`src/rtl/instr_encoder_loader_pkg.sv`:
```
// Shared constants for the instruction encoder/loader and the control decoder:
// MIPS opcodes, request-kind encodings and the loader FSM state type.
package instr_encoder_loader_pkg;

  localparam logic [5:0] OP_R    = 6'h00;
  localparam logic [5:0] OP_J    = 6'h02;
  localparam logic [5:0] OP_BEQ  = 6'h04;
  localparam logic [5:0] OP_BNE  = 6'h05;
  localparam logic [5:0] OP_ADDI = 6'h08;
  localparam logic [5:0] OP_SUBI = 6'h09;
  localparam logic [5:0] OP_SLTI = 6'h0A;
  localparam logic [5:0] OP_ANDI = 6'h0C;
  localparam logic [5:0] OP_ORI  = 6'h0D;
  localparam logic [5:0] OP_XORI = 6'h0E;
  localparam logic [5:0] OP_LW   = 6'h23;
  localparam logic [5:0] OP_SW   = 6'h2B;

  // Request kinds; codes 12..15 are unassigned and treated as illegal.
  typedef enum logic [3:0] {
    KIND_R    = 4'd0,
    KIND_BEQ  = 4'd1,
    KIND_BNE  = 4'd2,
    KIND_LW   = 4'd3,
    KIND_SW   = 4'd4,
    KIND_ADDI = 4'd5,
    KIND_SUBI = 4'd6,
    KIND_ORI  = 4'd7,
    KIND_XORI = 4'd8,
    KIND_ANDI = 4'd9,
    KIND_SLTI = 4'd10,
    KIND_J    = 4'd11
  } kind_e;

  typedef enum logic [1:0] {
    ST_IDLE  = 2'd0,
    ST_WRITE = 2'd1,
    ST_FULL  = 2'd2
  } state_e;

  // Opcode for the I-type kinds; other kinds return 0 and are handled by the caller.
  function automatic logic [5:0] kind_to_opcode(input logic [3:0] kind);
    logic [5:0] op;
    op = '0;
    case (kind)
      KIND_BEQ:  op = OP_BEQ;
      KIND_BNE:  op = OP_BNE;
      KIND_LW:   op = OP_LW;
      KIND_SW:   op = OP_SW;
      KIND_ADDI: op = OP_ADDI;
      KIND_SUBI: op = OP_SUBI;
      KIND_ORI:  op = OP_ORI;
      KIND_XORI: op = OP_XORI;
      KIND_ANDI: op = OP_ANDI;
      KIND_SLTI: op = OP_SLTI;
      default:   op = '0;
    endcase
    return op;
  endfunction

endpackage

```
`src/rtl/instr_encoder_loader_instr_field_packer.sv`:
```
// Combinational packer: request kind plus operand fields -> 32-bit MIPS word.
// Fields are copied verbatim; no sign or zero extension happens here.
module instr_field_packer
  import instr_encoder_loader_pkg::*;
(
  input  logic [3:0]  i_kind,
  input  logic [4:0]  i_rs,
  input  logic [4:0]  i_rt,
  input  logic [4:0]  i_rd,
  input  logic [4:0]  i_shamt,
  input  logic [5:0]  i_funct,
  input  logic [15:0] i_imm,
  input  logic [25:0] i_target,
  output logic [31:0] o_word,
  output logic        o_illegal
);

  // Select the instruction format from the kind and assemble the word.
  always_comb begin
    o_word    = '0;
    o_illegal = 1'b0;
    case (i_kind)
      KIND_R: o_word = {OP_R, i_rs, i_rt, i_rd, i_shamt, i_funct};
      KIND_J: o_word = {OP_J, i_target};
      KIND_BEQ, KIND_BNE, KIND_LW, KIND_SW, KIND_ADDI, KIND_SUBI,
      KIND_ORI, KIND_XORI, KIND_ANDI, KIND_SLTI:
        o_word = {kind_to_opcode(i_kind), i_rs, i_rt, i_imm};
      default: o_illegal = 1'b1;
    endcase
  end

endmodule

```
`src/rtl/instr_encoder_loader.sv`:
```
// Instruction encoder/loader: accepts encode requests over valid/ready, packs
// each into a MIPS word and writes it to instruction memory at sequential
// addresses through a write/ack handshake. Stops at DEPTH words until cleared.
module instr_encoder_loader
  import instr_encoder_loader_pkg::*;
#(
  parameter int unsigned ADDR_W = 8,
  parameter int unsigned DEPTH  = 256
) (
  input  logic              clk,
  input  logic              reset,
  input  logic              clear,
  input  logic              req_valid,
  output logic              req_ready,
  input  logic [3:0]        req_kind,
  input  logic [4:0]        req_rs,
  input  logic [4:0]        req_rt,
  input  logic [4:0]        req_rd,
  input  logic [4:0]        req_shamt,
  input  logic [5:0]        req_funct,
  input  logic [15:0]       req_imm,
  input  logic [25:0]       req_target,
  output logic              imem_we,
  output logic [ADDR_W-1:0] imem_addr,
  output logic [31:0]       imem_wdata,
  input  logic              imem_ack,
  output logic [ADDR_W:0]   count,
  output logic              full,
  output logic              err_illegal
);

  localparam logic [ADDR_W:0] DEPTH_C = (ADDR_W + 1)'(DEPTH);

  state_e            r_state;
  state_e            w_next;
  logic [ADDR_W-1:0] r_ptr;
  logic [ADDR_W-1:0] r_addr;
  logic [ADDR_W-1:0] w_ptr_eff;
  logic [ADDR_W:0]   r_count;
  logic [ADDR_W:0]   w_count_inc;
  logic [31:0]       r_wdata;
  logic [31:0]       w_word;
  logic              r_we;
  logic              r_full;
  logic              r_err;
  logic              w_illegal;
  logic              w_ready;
  logic              w_accept;
  logic              w_clear_ok;

  instr_field_packer u_packer (
    .i_kind    (req_kind),
    .i_rs      (req_rs),
    .i_rt      (req_rt),
    .i_rd      (req_rd),
    .i_shamt   (req_shamt),
    .i_funct   (req_funct),
    .i_imm     (req_imm),
    .i_target  (req_target),
    .o_word    (w_word),
    .o_illegal (w_illegal)
  );

  // clear is ignored while a write is in flight so that write always completes.
  assign w_clear_ok  = clear && (r_state != ST_WRITE);
  assign w_ready     = (r_state == ST_IDLE) && !r_full;
  assign w_accept    = req_valid && w_ready;
  assign w_count_inc = r_count + (ADDR_W + 1)'(1);
  // A clear coinciding with an accept restarts the program at address 0.
  assign w_ptr_eff   = w_clear_ok ? '0 : r_ptr;

  // Next-state logic for the IDLE/WRITE/FULL sequencer.
  always_comb begin
    w_next = r_state;
    case (r_state)
      ST_IDLE:  if (w_accept && !w_illegal) w_next = ST_WRITE;
      ST_WRITE: if (imem_ack) w_next = (w_count_inc == DEPTH_C) ? ST_FULL : ST_IDLE;
      ST_FULL:  if (clear) w_next = ST_IDLE;
      default:  w_next = ST_IDLE;
    endcase
  end

  // State register.
  always_ff @(posedge clk) begin
    if (reset) r_state <= ST_IDLE;
    else       r_state <= w_next;
  end

  // Write strobe, address/data capture, pointer, count, full and error pulse.
  always_ff @(posedge clk) begin
    if (reset) begin
      r_we    <= 1'b0;
      r_addr  <= '0;
      r_wdata <= '0;
      r_ptr   <= '0;
      r_count <= '0;
      r_full  <= 1'b0;
      r_err   <= 1'b0;
    end else begin
      r_err <= w_accept && w_illegal;
      case (r_state)
        ST_IDLE: begin
          if (w_clear_ok) begin
            r_ptr   <= '0;
            r_count <= '0;
            r_full  <= 1'b0;
            r_addr  <= '0;
          end
          if (w_accept && !w_illegal) begin
            r_wdata <= w_word;
            r_addr  <= w_ptr_eff;
            r_we    <= 1'b1;
          end
        end
        ST_WRITE: begin
          if (imem_ack) begin
            r_we    <= 1'b0;
            r_ptr   <= r_ptr + ADDR_W'(1);
            r_count <= w_count_inc;
            r_full  <= (w_count_inc == DEPTH_C);
          end
        end
        ST_FULL: begin
          if (w_clear_ok) begin
            r_ptr   <= '0;
            r_count <= '0;
            r_full  <= 1'b0;
            r_addr  <= '0;
          end
        end
        default: r_we <= 1'b0;
      endcase
    end
  end

  assign req_ready   = w_ready;
  assign imem_we     = r_we;
  assign imem_addr   = r_addr;
  assign imem_wdata  = r_wdata;
  assign count       = r_count;
  assign full        = r_full;
  assign err_illegal = r_err;

endmodule

```
`config.mk`:
```
export PLATFORM = sky130hd
export DESIGN_NAME = instr_encoder_loader
export DESIGN_NICKNAME = d
export VERILOG_FILES = /design/src/rtl/instr_encoder_loader_pkg.sv /design/src/rtl/instr_encoder_loader_instr_field_packer.sv /design/src/rtl/instr_encoder_loader.sv
export SDC_FILE = /design/constraint.sdc
export NUM_CORES = 1
export LEC_CHECK = 0
export CAP_MARGIN = 20
export CORE_ASPECT_RATIO = 1.4
export CORE_MARGIN = 2
export CORE_UTILIZATION = 35
export DETAILED_ROUTE_END_ITERATION = 10
export GPL_TIMING_DRIVEN = 0
export PLACE_DENSITY_LB_ADDON = 0.12
export SYNTH_ARGS = -nofsm -noshare
export SYNTH_HDL_FRONTEND = slang
export SYNTH_SLANG_ARGS = --single-unit
```
`constraint.sdc`:
```
create_clock -name clk -period 4.65 [get_ports clk]
set_clock_uncertainty 0.05 [all_clocks]
set_input_delay 1.395 -clock clk [delete_from_list [all_inputs] [get_ports clk]]
set_output_delay 1.395 -clock clk [all_outputs]
set_load 0.02 [all_outputs]
```
==> results.txt, run 1 <==
- Outcome: completed
- Post CTS Setup Buffer Count: 0
- Netlist Area Pre-Place: about 3100 sq um
* Worst-case headroom to the max-slew limit: 52.8%
- Post-layout total power: between 0.0015 and 0.002 W
- Worst hold slack: about 0.41 ns
- Data on the critical path is required at its endpoint by 4.84 ns.
- Once routing completed, OpenROAD measured the worst setup slack at around 1.1 ns.
- The worst setup path is launched from a primary input.
- Global routing finished with a remaining overflow of 0.
* Vertical die dimension: 116 um
* Placeable core region: roughly 8700 sq um
- Number of synthesized flops with an enable pin: 0
- On the critical path the largest part of the delay comes from buffers and inverters.
- Global routing consumed, over all layers together, approximately a fifth of the routing resources.
- The critical path is of the primary input to flip-flop type.
- VDD IR-drop max: between 0.15 and 0.2 mV
* Clock insertion delay at the later pin of the skew report: around 0.32 ns
- Synth warnings: 0
* Mapped Nets: approximately 420
- After clock tree synthesis, the clock-pin slew on the worst setup and hold paths is 0.05 ns.
- Total wire length after detailed routing: between 9 and 10 mm
- Class of the tightest hold or removal check: flip-flop to flip-flop
- At the worst endpoint, the arrival time is between 3 and 4 ns.
- RSZ-0062 raised after global routing: no
- Entering global routing, the biggest net connects 11 pins.
- Largest stage delay on the critical path: 0.53 ns
- In this run the worst path has a maximum fanout of 10.
- Of the available clock period, the critical path in the final layout requires around three quarters.
- Counting along the longest clock path gives a buffer depth of 2.
- Post-cts gate resize count: 0
- Via count: between 3000 and 4000
- Mean post-synth cell area: a little over 9 sq um
- Buffers placed on the I/O ports in this run total approximately 130.
- Total die area: between 9000 and 10000 sq um
- For this run, the detailed router's first-pass iteration total came to 5.
- Tmin final: around 3.5 ns
- At the end of the flow, the number of nets in the layout was between 500 and 600.
* Final Non-Filler Cells: between 500 and 600
* Timing-limited maximum frequency: around 280 MHz
- Initial Util: between 30% and 40%
- Number of CTS-inserted buffers: 9
- Cells with a size suffix above 1 make up between 10% and 20% of the layout.
- The congestion estimate from routability-driven global placement came to between 0.8 and 0.9.
- The clock net in this run drives a total of between 60 and 70 sinks.
- Once placement completed, the tool counted placed cells totaling around 570.
- Adding up every negative setup slack in the final design gives 0 ns.
- First DRT Iteration DRCs: 209
* Worst Setup End Kind: flip-flop
* Number of cell rows: 40
- Crit-path slowest cell: sky130_fd_sc_hd__clkdlybuf4s50_1
- Endpoints failing hold: 0
- Using the TritonRoute via totals, the vias-per-cell ratio works out to approximately 5.4.
- Initial antenna violation count: 0
- Detailed placement finished with a half-perimeter wire length of 7.39 mm.
- Worst-path cell chain: clkdlybuf4s50_1 -> inv_1 -> ha_1 -> nor3b_4 -> clkbuf_1 -> a222oi_1 -> a211oi_2
- Max-slew violation count: 0
- Count of unique library cells instantiated by Yosys: 64
* Final setup violating endpoints: 0
- In the synthesized netlist the dominant register cell turns out to be sky130_fd_sc_hd__dfxtp_1.
- The via count of the first global-routing pass was between 3000 and 4000.
* DP Worst Slack: about 0.8 ns
- Max-cap violations: 0
* CTS H-Tree Depth: 3
* Worst path buffer plus inverter count: 3
- Sequential-to-total area share from yosys stat: 39.0%
- CTS tree: yes
* Slew at the pin closest to its max-slew limit: between 0.7 and 0.8 ns
- Synthesis handed over a netlist of around 340 instances.
* CTS Root Cell: sky130_fd_sc_hd__clkbuf_16
- The first global-routing pass estimated 15.5 mm of wire.
- In this run, post-CTS hold repair placed 0 buffers.
- Area grow syn2layout: 53.5%
- DRC: 0
- After synthesis the netlist holds a flip-flop and latch count of a little over 60.
* Filler Cells Inserted: 813
- The count of nets left with antenna violations once routing finished came out at 0.
- In this run the horizontal extent of the chip is around 84 um.
- Routed wire per std cell: approximately 17 um
- Antenna diode instance count: 0
* Top-level port count: 130
- For this design the ratio of total power to cell area is around 320 nW/um^2.
- Of all flip-flops after synthesis, the portion carrying an async set or reset was 0%.
- The analysis attributes to cell leakage a power of 1.71 nW.
cell families after synthesis:
kind of cell	count (synthesis)	share of synthesized area, %
multiplexers	3	0.998
AND/OR/NAND/NOR	129	21.2
AO/OA/AOI/OAI	100	28.3
XOR/XNOR	2	0.559
flip-flops	61	39.0
adder cells (fa/ha/maj)	8	3.19
buffers and inverters	32	6.59
other	1	0.120
stage by stage:
| stage | util [%] | cell area [sq um] |
|---|---|---|
| floorplan | - | 3130 |
| global placement | 52.2 | 4520 |
| detailed placement | 52.2 | 4520 |
| CTS | 55.5 | 4810 |
| global route | 55.5 | 4810 |
| finish | 55.5 | 4810 |
registers in the layout, indices dropped and copies added (netlist names):
name         count
err_illegal      1
r_state          2
imem_we          1
r_ptr            8
full             1
imem_wdata      31
count            9
imem_addr        8
layout by cell type (no fill, tap or decap), types with 3 or more instances in the layout:
master,instances
sky130_fd_sc_hd__a211oi_1,10
sky130_fd_sc_hd__clkdlybuf4s50_1,125
sky130_fd_sc_hd__nand3_1,12
sky130_fd_sc_hd__o21ai_0,9
sky130_fd_sc_hd__a311oi_1,3
sky130_fd_sc_hd__clkinv_2,4
sky130_fd_sc_hd__nor3_1,6
sky130_fd_sc_hd__buf_4,5
sky130_fd_sc_hd__nor2_1,51
sky130_fd_sc_hd__a21oi_1,13
sky130_fd_sc_hd__a221oi_1,8
sky130_fd_sc_hd__dfxtp_1,61
sky130_fd_sc_hd__ha_1,8
sky130_fd_sc_hd__nand2_1,26
sky130_fd_sc_hd__clkbuf_16,9
sky130_fd_sc_hd__inv_1,6
sky130_fd_sc_hd__a211oi_2,17
sky130_fd_sc_hd__nor4_1,3
sky130_fd_sc_hd__a22o_1,7
sky130_fd_sc_hd__buf_2,7
sky130_fd_sc_hd__a222oi_1,16
sky130_fd_sc_hd__nand2b_1,6
sky130_fd_sc_hd__clkbuf_1,9
layer usage:
| layer | global-route usage (%) | vias to the layer above | wire, um |
|---|---|---|---|
| li1 | - | 1549 | - |
| met3 | 5.56 | 10 | 675 |
| met2 | 37.5 | 120 | 4940 |
| met5 | 0 | - | 0 |
| met1 | 21.6 | 1488 | 4030 |
| met4 | 7.74 | 0 | 121 |
synthesized netlist by cell type, types with 2 or more instances:
library cell,number,area [sq um]
sky130_fd_sc_hd__buf_4,5,37.5
sky130_fd_sc_hd__nand4_1,2,12.5
sky130_fd_sc_hd__clkbuf_1,8,30.0
sky130_fd_sc_hd__ha_1,8,100
sky130_fd_sc_hd__a221oi_1,8,70.1
sky130_fd_sc_hd__dfxtp_1,61,1220
sky130_fd_sc_hd__a222oi_1,16,160
sky130_fd_sc_hd__a211oi_1,10,75.1
sky130_fd_sc_hd__nand2b_1,6,37.5
sky130_fd_sc_hd__mux2i_1,2,20.0
sky130_fd_sc_hd__nand3_1,12,60.1
sky130_fd_sc_hd__buf_2,7,35.0
sky130_fd_sc_hd__a31oi_1,2,12.5
sky130_fd_sc_hd__nand3b_1,2,15.0
sky130_fd_sc_hd__buf_12,2,40.0
sky130_fd_sc_hd__xor2_1,2,17.5
sky130_fd_sc_hd__nor2b_1,2,12.5
sky130_fd_sc_hd__a211oi_2,17,213
sky130_fd_sc_hd__a22o_1,7,61.3
sky130_fd_sc_hd__buf_6,2,22.5
sky130_fd_sc_hd__a21oi_1,13,65.1
sky130_fd_sc_hd__nand2_1,26,97.6
sky130_fd_sc_hd__nor3_2,2,20.0
sky130_fd_sc_hd__inv_1,6,22.5
sky130_fd_sc_hd__a311oi_1,3,26.3
sky130_fd_sc_hd__nor2_1,51,191
sky130_fd_sc_hd__nor3_1,6,30.0
sky130_fd_sc_hd__o21ai_0,9,45.0
sky130_fd_sc_hd__a221oi_2,2,30.0
sky130_fd_sc_hd__nor4_1,3,18.8
area by class of cell:
class                   instances  area [sq um]  area share [%]
repair buffers                125          1250            26.0
well taps                     105           131            2.73
clock buffers                  11           243            5.05
clock inverters                 5          50.0            1.04
multi-input cells             243          1710            35.5
inverters                       6          22.5           0.468
plain buffers                  26           184            3.82
flip-flops and latches         61          1220            25.4
final timing paths:
check,cells after the start,endpoint,startpoint,slack (ns)
worst min-delay path,2,imem_wdata[28],imem_wdata[28],0.41
worst max-delay path,7,imem_wdata[1],req_kind[1],1.11
worst min register to register,2,imem_wdata[28],imem_wdata[28],0.41
worst max register to register,5,imem_wdata[24],full,2.66
worst min-delay path, delay by kind of cell, from the launching register on:
kind | cells | cell delay (ns)
compound gates | 1 | 0.05
simple gates | 1 | 0.05
flops | 1 | 0.30
where the power goes:
group / switching, W / internal [W] / total [W]
Sequential: 0.0000144 / 0.000549 / 0.000563
Clock: 0.000220 / 0.000425 / 0.000645
Combinational: 0.000157 / 0.000162 / 0.000319
Total: 0.000392 / 0.00114 / 0.00153
(Power assumes the default switching activity.)
==> inputs of run 2 (changes only) <==
- clock period: 4.65 -> 2.9 ns (I/O delays scaled with it)
==> results.txt, run 2 (synthesis results as in run 1) <==
- The run finished with clean final reports.
- Total die area: ~9700 sq um
- PwrDens: 509 nW/um^2
- For this configuration, the core starts out at a cell density of between 30 and 40%.
- Among all stages on the critical path, the largest delay is contributed by sky130_fd_sc_hd__clkdlybuf4s50_1.
- Port buffer count: between 100 and 150
- The critical path is of the flip-flop to output pin type.
- Horizontal extent of the die: roughly 84 um
- 0 antenna diodes ended up in the layout.
- In this run the standard cell core region covers roughly 8700 sq um.
- The worst-case IR drop observed on VDD is slightly above 0.3 mV.
* Leading cell types in the layout, fill and taps excluded: sky130_fd_sc_hd__clkdlybuf4s50_1, sky130_fd_sc_hd__dfxtp_1, sky130_fd_sc_hd__nor2_1
* Maximum number of buffers from clock root to sink: 2
- For the worst-skew pair, the clock arrives at the later sink with an insertion delay of 0.32 ns.
* Share of final-layout standard cells stronger than drive strength 1: 14.0%
- HPWL Detailed: around 7.4 mm
- Residual antenna-violating net count after detailed routing: 0
- NumNets Final: ~560
- Routed wire per std cell: 16.8 um
- In this design, the largest share of critical-path delay is due to buffers and inverters.
- Crit Reg-Reg Startpoint: full
- Final setup violating endpoints: 0
* Worst Setup End Kind: output pin
- The number of max-slew violations in the final report is 0.
- Number of CTS-inserted buffers: 9
- Iteration count of the initial detailed-routing pass: 5
* Logic depth of the worst register-to-register path: 5
- The critical path starts at r_state[0].
- Across all register-to-register paths, the minimum setup slack is ~0.91 ns.
- After detailed placement, the total cell area comes to roughly 4500 sq um.
- CP Launch Type: flip-flop
- Across the run, the number of max-cap violations was 0.
- From synthesis to final layout, the design area changed by 53.7%.
- # clock sinks: approximately 60
- Setup repair after global routing left no endpoint under its margin.
* Total wire length after detailed routing: roughly 9.8 mm
* CP required: approximately 2 ns
- The endpoint identified for the worst register-to-register timing path is imem_wdata[24].
- DRC: 0
* Final critical-path share of the clock period: about nine tenths
* Cell count along the critical path: 3
- Vertical die dimension: around 120 um
- In the final layout, flip-flops and latches occupy about 1200 sq um.
- Tmin final: approximately 2.6 ns
- Number of cell rows: 40
- For the worst setup path, the data arrival time is between 1.5 and 2 ns.
- The finished cells cover between 4000 and 5000 sq um.
- Hold repair after CTS inserted 0 buffers.
- Via count: approximately 3200
- Vias in the first global route: ~3200
* CTS Root Cell: sky130_fd_sc_hd__clkbuf_16
- Worst-case headroom to the max-slew limit: 52.8%
* Pin count of the biggest net entering global routing: 11
- Vias per cell: 5.45
- The first routing iteration left 211 violations.
- Leading cell type in the layout, fill and taps excluded: sky130_fd_sc_hd__clkdlybuf4s50_1
- Biggest fanout along the worst timing path: 10
- For this design the static power due to leakage is ~1.7 nW.
- The register with the most flip-flops in the layout has 31 of them.
- CTS H-Tree Depth: 3
- Total area of multi-input combinational cells: 1710 sq um
- Routability-driven placement finished with a final weighted congestion of 0.855.
* Tot GR Track Use: between 20% and 30%
* Endpoints failing hold: 0
* Timing-limited maximum frequency: around 380 MHz
- The filler cells instantiated in the layout total 812.
* Clock edge transition at the registers on the reported setup and hold paths: 0.05 ns
* Class of the tightest hold or removal check: flip-flop to flip-flop
- The initial antenna violation count came to 0.
- On the worst path, the slowest cell contributes a delay of 0.65 ns.
* Worst path buffer plus inverter count: 2
* Wire length of the first global-routing pass: approximately 16 mm
* Worst-path cell chain: buf_2 -> nor3_1 -> clkdlybuf4s50_1
- During I/O placement, the number of pins put on the boundary was 130.
- For this run, the share of the core covered by cells in the final layout is 55.6%.
- The total overflow left after global routing is 0.
- CTS tree: yes
* Capturing instance or port of the critical path: req_ready
* Slew at the pin closest to its max-slew limit: 0.708 ns
==> run 2: area by class of cell <==
type                    instances  share of cell area, %
plain buffers                  26                   3.87
clock buffers                  11                   5.04
well taps                     105                   2.73
multi-input cells             243                   35.4
inverters                       6                  0.468
flip-flops and latches         61                   25.4
clock inverters                 5                   1.04
repair buffers                125                   26.1
==> run 2: worst min-delay path by stage <==
stage | slack [ns] | cells after the start | end | from
after global placement | 0.40 | 2 | imem_wdata[28] | imem_wdata[28]
after detailed placement | 0.41 | 2 | imem_wdata[28] | imem_wdata[28]
after floorplan | 0.40 | 2 | r_ptr[7] | r_ptr[7]
after global routing | 0.44 | 2 | imem_wdata[28] | imem_wdata[28]
final | 0.41 | 2 | imem_wdata[28] | imem_wdata[28]
after CTS | 0.42 | 2 | imem_wdata[28] | imem_wdata[28]
==> run 2: worst min-delay path: stages, from the launching register on <==
cell and delay (ns):
sky130_fd_sc_hd__dfxtp_1 0.30, sky130_fd_sc_hd__nand2_1 0.06, sky130_fd_sc_hd__a21oi_1 0.05
==> run 2: layer usage <==
metal | GRT usage (%) | routed length (um) | share of wire, % | vias to the layer above
li1 | - | - | - | 1547
met3 | 5.56 | 690 | 7.0 | 13
met4 | 7.74 | 140 | 1.4 | 0
met5 | 0 | 0 | 0 | -
met1 | 21.6 | 4040 | 41 | 1490
met2 | 37.5 | 4940 | 50 | 123
==> run 2: power by group <==
part,total (W),switching (W),internal (W)
sequential,0.000903,0.0000230,0.000880
combinational,0.000511,0.000251,0.000259
clock,0.00104,0.000357,0.000681
==> run 2: metrics by stage <==
stage / hold slack, ns / total power (W) / cells / worst slack, ns / TNS (ns)
CTS: 0.418 / 0.00248 / 582 / 0.0000546 / 0
finish: 0.412 / 0.00245 / 582 / 0.266 / 0
floorplan: 0.397 / 0.00119 / 336 / 0.570 / 0
global route: 0.443 / 0.00256 / 582 / 0.133 / 0
global placement: 0.403 / 0.00143 / 566 / -0.379 / -7.46
detailed placement: 0.410 / 0.00143 / 566 / -0.416 / -8.66
==> run 2: repair_timing <==
item,4_1_cts,5_1_grt
setup endpoints to repair,17,25
setup buffers,0,0
gates resized for setup,2,2
pin swaps,0,2
